### config.mk
export PLATFORM = sky130hd
export DESIGN_NAME = store_merge_unit
export DESIGN_NICKNAME = d
export VERILOG_FILES = /design/src/rtl/store_merge_unit.sv
export SDC_FILE = /design/constraint.sdc
export NUM_CORES = 1
export LEC_CHECK = 0
export ABC_AREA = 0
export CAP_MARGIN = 20
export CORE_MARGIN = 2
export CORE_UTILIZATION = 25
export CTS_BUF_LIST = sky130_fd_sc_hd__clkbuf_16
export DETAILED_ROUTE_END_ITERATION = 12
export GPL_ROUTABILITY_DRIVEN = 0
export GPL_TIMING_DRIVEN = 0
export PLACE_DENSITY = 0.51
export SYNTH_ARGS = -nofsm -noshare
export SYNTH_HDL_FRONTEND = slang
export SYNTH_SLANG_ARGS = --single-unit
export TNS_END_PERCENT = 100
### constraint.sdc
create_clock -name clk -period 4.1 [get_ports clk]
set_input_delay 0.615 -clock clk [delete_from_list [all_inputs] [get_ports clk]]
set_output_delay 0.615 -clock clk [all_outputs]
set_load 0.01 [all_outputs]
### src/rtl/store_merge_unit.sv
// store_merge_unit: store path of the multicycle MIPS datapath. It narrows a
// register value to a word, halfword or byte and writes it to word-addressed
// data memory. Halfword and byte stores read the containing word, merge the
// new lane and write the word back.
//
// Ports:
//   clk, reset        clock (rising edge), asynchronous active-high reset
//   start             request pulse, sampled only while idle
//   size              00 word, 01 halfword, 10 byte, 11 treated as word
//   addr, reg_data    byte address and source data of the store
//   mem_rdata         memory read data, one cycle after a read address
//   mem_addr          word-aligned memory address
//   mem_wdata, mem_wr write data and a one-cycle write strobe
//   busy, done        busy outside IDLE; one-cycle completion pulse
//   misaligned        one-cycle alignment-fault pulse
//
// Optional feature: define STORE_ALIGN_CHECK_EN to reject misaligned word and
// halfword stores (no write; misaligned and done pulse together). Without it,
// misaligned is tied low and the low address bits are ignored.

module store_merge_unit (
  input  logic        clk,
  input  logic        reset,
  input  logic        start,
  input  logic [1:0]  size,
  input  logic [31:0] addr,
  input  logic [31:0] reg_data,
  input  logic [31:0] mem_rdata,
  output logic [31:0] mem_addr,
  output logic [31:0] mem_wdata,
  output logic        mem_wr,
  output logic        busy,
  output logic        done,
  output logic        misaligned
);

  typedef enum logic [2:0] {
    S_IDLE,
    S_READ,
    S_WAIT,
    S_MERGE,
    S_WRITE,
    S_DONE
  } state_t;

  state_t      state_q, state_d;
  logic [31:0] addr_q, addr_d;
  logic [1:0]  size_q, size_d;
  logic [31:0] data_q, data_d;
  logic [31:0] rdata_q, rdata_d;
  logic [31:0] wdata_q, wdata_d;
  logic [31:0] merged;
  logic        sub_word_in;

`ifdef STORE_ALIGN_CHECK_EN
  logic mis_q, mis_d;
  logic fault_in;

  // Fault decode on the live request, so the decision is made on the start edge.
  always_comb begin
    fault_in = 1'b0;
    if (size == 2'b01) begin
      fault_in = addr[0];
    end else if (size != 2'b10) begin
      fault_in = (addr[1:0] != 2'b00);
    end
  end
`endif

  // Only halfword and byte stores need the read-modify-write path.
  assign sub_word_in = (size == 2'b01) || (size == 2'b10);

  // Lane merge: start from the fetched word and overwrite the addressed lane.
  always_comb begin
    merged = data_q;
    case (size_q)
      2'b01: begin
        merged = rdata_q;
        if (addr_q[1]) begin
          merged[31:16] = data_q[15:0];
        end else begin
          merged[15:0] = data_q[15:0];
        end
      end
      2'b10: begin
        merged = rdata_q;
        merged[{addr_q[1:0], 3'b000} +: 8] = data_q[7:0];
      end
      default: merged = data_q;
    endcase
  end

  always_comb begin
    state_d = state_q;
    addr_d  = addr_q;
    size_d  = size_q;
    data_d  = data_q;
    rdata_d = rdata_q;
    wdata_d = wdata_q;
`ifdef STORE_ALIGN_CHECK_EN
    mis_d   = mis_q;
`endif
    case (state_q)
      S_IDLE: begin
        if (start) begin
          addr_d = addr;
          size_d = size;
          data_d = reg_data;
          if (sub_word_in) begin
            state_d = S_READ;
          end else begin
            // Word stores skip the read; the write data is ready at once.
            state_d = S_WRITE;
            wdata_d = reg_data;
          end
`ifdef STORE_ALIGN_CHECK_EN
          mis_d = fault_in;
          if (fault_in) begin
            state_d = S_DONE;
            wdata_d = wdata_q;
          end
`endif
        end
      end
      S_READ:  state_d = S_WAIT;
      S_WAIT: begin
        rdata_d = mem_rdata;
        state_d = S_MERGE;
      end
      S_MERGE: begin
        wdata_d = merged;
        state_d = S_WRITE;
      end
      S_WRITE: state_d = S_DONE;
      S_DONE:  state_d = S_IDLE;
      default: state_d = S_IDLE;
    endcase
  end

  always_ff @(posedge clk or posedge reset) begin
    if (reset) begin
      state_q <= S_IDLE;
      addr_q  <= '0;
      size_q  <= '0;
      data_q  <= '0;
      rdata_q <= '0;
      wdata_q <= '0;
`ifdef STORE_ALIGN_CHECK_EN
      mis_q   <= 1'b0;
`endif
    end else begin
      state_q <= state_d;
      addr_q  <= addr_d;
      size_q  <= size_d;
      data_q  <= data_d;
      rdata_q <= rdata_d;
      wdata_q <= wdata_d;
`ifdef STORE_ALIGN_CHECK_EN
      mis_q   <= mis_d;
`endif
    end
  end

  // Strobes decode straight from the state register, so reset clears them
  // without waiting for a clock edge.
  assign mem_addr  = {addr_q[31:2], 2'b00};
  assign mem_wdata = wdata_q;
  assign mem_wr    = (state_q == S_WRITE);
  assign busy      = (state_q != S_IDLE);
  assign done      = (state_q == S_DONE);
`ifdef STORE_ALIGN_CHECK_EN
  assign misaligned = (state_q == S_DONE) && mis_q;
`else
  assign misaligned = 1'b0;
`endif

endmodule

==> reports/results.md <==
| Result | Reported | Unit |
|:---|:---|:---|
| Outcome | finished, final reports clean | - |
| Nature of the critical path startpoint | register | - |
| Largest cells by area after synthesis | sky130_fd_sc_hd__dfrtp_1 53%, sky130_fd_sc_hd__mux2_2 14%, sky130_fd_sc_hd__buf_4 4.5% | - |
| Cell variety after synth | 46 | - |
| Share of power burned in the clock network | 21.6 | % |
| Final net count | 845 | - |
| Final std cell area, no fill | 9060 | µm² |
| Clock-pin slew on the worst setup and hold paths | 0.06 | ns |
| Number of max-slew violations in the final report | 0 | - |
| Internal Pwr Total | 4.75 | mW |
| Count of routing violations after the opening detailed-route iteration | 208 | - |
| P_sw | 2.69 | mW |
| Critical path start-end classification | register to register | - |
| Number of global-route vias before repair | 5113 | - |
| Die ar. | 26500 | µm² |
| Switching part of the total | 36.1 | % |
| Most frequently used cell type in the post-synthesis netlist | sky130_fd_sc_hd__dfrtp_1 | - |
| Synthesized instance count | 548 | - |
| Root cell of the clock tree | sky130_fd_sc_hd__clkbuf_16 | - |
| Largest fanout on the critical path | 10 | - |
| Setup violations, final | 0 | - |
| Buffers added on ports | 165 | - |
| Count of antenna-violating nets left after detailed routing | 0 | - |
| Portion of total power attributed to combinational logic | 45.6 | % |
| Clk sink count | 133 | - |
| Relative slew slack | 38.0 | % |
| Data arrival time of the critical path | 2.92 | ns |
| Final-layout setup total negative slack | 0 | ns |
| Fill count | 2503 | - |
| Top_reg_cell synth | sky130_fd_sc_hd__dfrtp_1 | - |
| Worst supply voltage drop on vdd | 0.000279 | V |
| Fraction of power consumed by sequential logic | 32.8 | % |
| Number of enable flip-flop cells after synthesis | 0 | - |
| Static Leak | 3.77 | nW |
| Worst hold slack | 0.483 | ns |
| Maximum clock insertion buffer count | 2 | - |
| Top Ports | 169 | - |
| Synthesized area per cell | 11.5 | µm² |
| Placed inst area | 8450 | µm² |
| Post-Place Setup Slack | 1.50 | ns |
| Top cell type by total area after synthesis | sky130_fd_sc_hd__dfrtp_1 | - |
| Mapped cell area | 6310 | µm² |
| Syn-to-layout area delta | 43.5 | % |
| Wirelength, routed | 19900 | µm |
| DRC viols | 0 | - |
| Dpl hpwl | 14600 | µm |
| Total of max-cap violations | 0 | - |
| Hold violation count in the final report | 0 | - |
| Hold Path Class | register to register | - |
| Routed via count divided by cell count | 4.58 | - |
| Async set-or-reset flop fraction in the synthesized netlist | 100 | % |
| Initial antenna violation count | 0 | - |
| Share of layout cells above drive strength 1 | 24.4 | % |
| Fmax achieved | 388 | MHz |
| Clk_skew | 0.00780 | ns |
| Wire length of the first global-routing pass | 30700 | µm |
| Initial cell density of the core | 25.3 | % |
| Vias | 4940 | - |
| Data required, critical path | 4.45 | ns |
| Slew at the pin closest to its max-slew limit | 0.930 | ns |
| Setup repair after global routing missed its margin | false | - |
| DIE HEIGHT | 163 | µm |
| Horizontal extent of the die | 163 | µm |
| Placement Rows | 58 | - |
| Mean routed wirelength per cell | 18.5 | µm |
| Placeable core region | 25000 | µm² |
| Fraction of post-synthesis cell area in the top cell type by area | 52.7 | % |
| Kind of end point of the critical path | register | - |
| Clock tree from TritonCTS | done | - |
| Post-cts resize count | 0 | - |
| Postcts setup bufs | 0 | - |
| Synthesis Warnings | 0 | - |
| Pwr/cell area | 821 | nW/µm² |
| Inserted Clock Buffers | 17 | - |
| Quantity of hold-fixing buffers added after cts | 0 | - |
| Detailed-router iteration count before antenna repair | 4 | - |
| Pin count of the biggest net entering global routing | 41 | - |
| Global-route usage over all layers | 15.6 | % |
| Total grt overflow | 0 | - |
| Ratio of final minimum period to clock period | 62.8 | % |
| Final critical delay including setup and external delays | 2.58 | ns |
| H-tree Lvls | 4 | - |
| Min setup slack post-route | 1.52 | ns |
| Antenna diode count | 0 | - |
| Worst-Skew Late Latency | 0.42 | ns |
| Commonest cells post-synth | 133 x sky130_fd_sc_hd__dfrtp_1, 79 x sky130_fd_sc_hd__mux2_2, 71 x sky130_fd_sc_hd__nand2_1 | - |
| Synthesized flop and latch total | 133 | - |
| Sequential area share after synthesis | 52.7 | % |
[cell usage in the layout, fill, tap and decap left out, types with 3 or more instances in the layout]
| cell | instances |
|---|---|
| sky130_fd_sc_hd__a2111oi_0 | 8 |
| sky130_fd_sc_hd__a21boi_0 | 9 |
| sky130_fd_sc_hd__a21o_1 | 7 |
| sky130_fd_sc_hd__a21oi_1 | 18 |
| sky130_fd_sc_hd__a221oi_1 | 24 |
| sky130_fd_sc_hd__a22oi_1 | 8 |
| sky130_fd_sc_hd__and4_1 | 8 |
| sky130_fd_sc_hd__buf_12 | 3 |
| sky130_fd_sc_hd__buf_2 | 12 |
| sky130_fd_sc_hd__buf_4 | 38 |
| sky130_fd_sc_hd__buf_6 | 3 |
| sky130_fd_sc_hd__bufinv_16 | 4 |
| sky130_fd_sc_hd__clkbuf_1 | 13 |
| sky130_fd_sc_hd__clkbuf_16 | 17 |
| sky130_fd_sc_hd__clkdlybuf4s50_1 | 165 |
| sky130_fd_sc_hd__clkinv_2 | 4 |
| sky130_fd_sc_hd__clkinvlp_4 | 3 |
| sky130_fd_sc_hd__conb_1 | 3 |
| sky130_fd_sc_hd__dfrtp_1 | 133 |
| sky130_fd_sc_hd__ha_1 | 7 |
| sky130_fd_sc_hd__inv_1 | 6 |
| sky130_fd_sc_hd__mux2_2 | 79 |
| sky130_fd_sc_hd__nand2_1 | 71 |
| sky130_fd_sc_hd__nand2b_1 | 3 |
| sky130_fd_sc_hd__nor2_1 | 10 |
| sky130_fd_sc_hd__o21ai_0 | 38 |
| sky130_fd_sc_hd__o21ai_1 | 14 |
| sky130_fd_sc_hd__o21ai_2 | 3 |
| sky130_fd_sc_hd__o22ai_2 | 7 |
[final cells by class]
| cell class | instances | area, µm² | area share (%) |
|---|---|---|---|
| Multi-Input combinational cell | 342 | 2530 | 27.9 |
| Timing Repair Buffer | 168 | 1710 | 18.9 |
| Buffer | 68 | 437 | 4.82 |
| Clock inverter | 14 | 185 | 2.04 |
| Tap cell | 330 | 413 | 4.56 |
| Sequential cell | 133 | 3330 | 36.7 |
| Clock buffer | 17 | 425 | 4.70 |
| Inverter | 7 | 30.0 | 0.332 |
[metrics by stage]
stage | total power, mW | util (%) | cells
after floorplan | 4.38 | - | 550
after CTS | 7.53 | 36.3 | 1079
after global placement | 5.84 | 33.6 | 1045
final | 7.44 | 36.3 | 1079
after detailed placement | 5.89 | 33.8 | 1048
after global routing | 7.94 | 36.3 | 1079
[critical path, cell delays in order (launching register included)]
cell	delay, ns
sky130_fd_sc_hd__dfrtp_1	0.35
sky130_fd_sc_hd__inv_1	0.05
sky130_fd_sc_hd__ha_1	0.27
sky130_fd_sc_hd__buf_2	0.18
sky130_fd_sc_hd__inv_1	0.21
sky130_fd_sc_hd__clkbuf_1	0.52
sky130_fd_sc_hd__clkbuf_1	0.52
sky130_fd_sc_hd__o21ai_0	0.21
sky130_fd_sc_hd__o22ai_2	0.17
[cell families (layout without fill, tap and decap cells)]
group                      count (synthesis)  after routing  share of synthesized area, %
other                                      1              3                        0.0594
xor gates and xnor gates                   3              3                         0.416
DFF                                      133            133                          52.7
and+or+nand+nor                          107            107                          8.31
buffers and inverters                     75            274                          7.34
AOI/OAI and AO/OA                        143            143                          15.7
muxes                                     79             79                          14.1
adders and majority gates                  7              7                          1.39
[power by group through the flow]
stage | Clock [mW] | Sequential [mW] | Combinational (mW)
3_5_place_dp | 0 | 2.46 | 3.43
3_3_place_gp | 0 | 2.46 | 3.39
5_1_grt | 1.70 | 2.54 | 3.70
6_report | 1.61 | 2.44 | 3.39
4_1_cts | 1.65 | 2.45 | 3.44
2_1_floorplan | 0 | 2.35 | 2.03
[path summary, 6_finish.rpt]
path                               startpoint            end  slack, ns  cells after the start
worst min-delay path            mem_wdata[13]  mem_wdata[13]       0.48                      2
worst min register to register  mem_wdata[13]  mem_wdata[13]       0.48                      2
min in group asynchronous               reset  mem_wdata[11]       0.66                      2
max in group asynchronous               reset   mem_wdata[2]       2.57                      4
worst max-delay path                size_q[0]  mem_wdata[29]       1.52                      8
worst max register to register      size_q[0]  mem_wdata[29]       1.52                      8
[registers in the layout, summed over array words and instances, names as in the netlist]
name / count
data_q: 32
state_q: 3
mem_wdata: 32
rdata_q: 32
size_q: 2
addr_q: 32
[routing by layer]
metal | vias up | wire (µm) | part of all wire [%] | global-route usage (%)
met3 | 12 | 1170 | 5.9 | 3.59
met5 | - | 0 | 0 | 0
met4 | 0 | 152 | 0.76 | 4.18
met2 | 169 | 9250 | 46 | 24.3
li1 | 2320 | - | - | -
met1 | 2439 | 9350 | 47 | 21.7
Power figures use the tool's default switching activity.
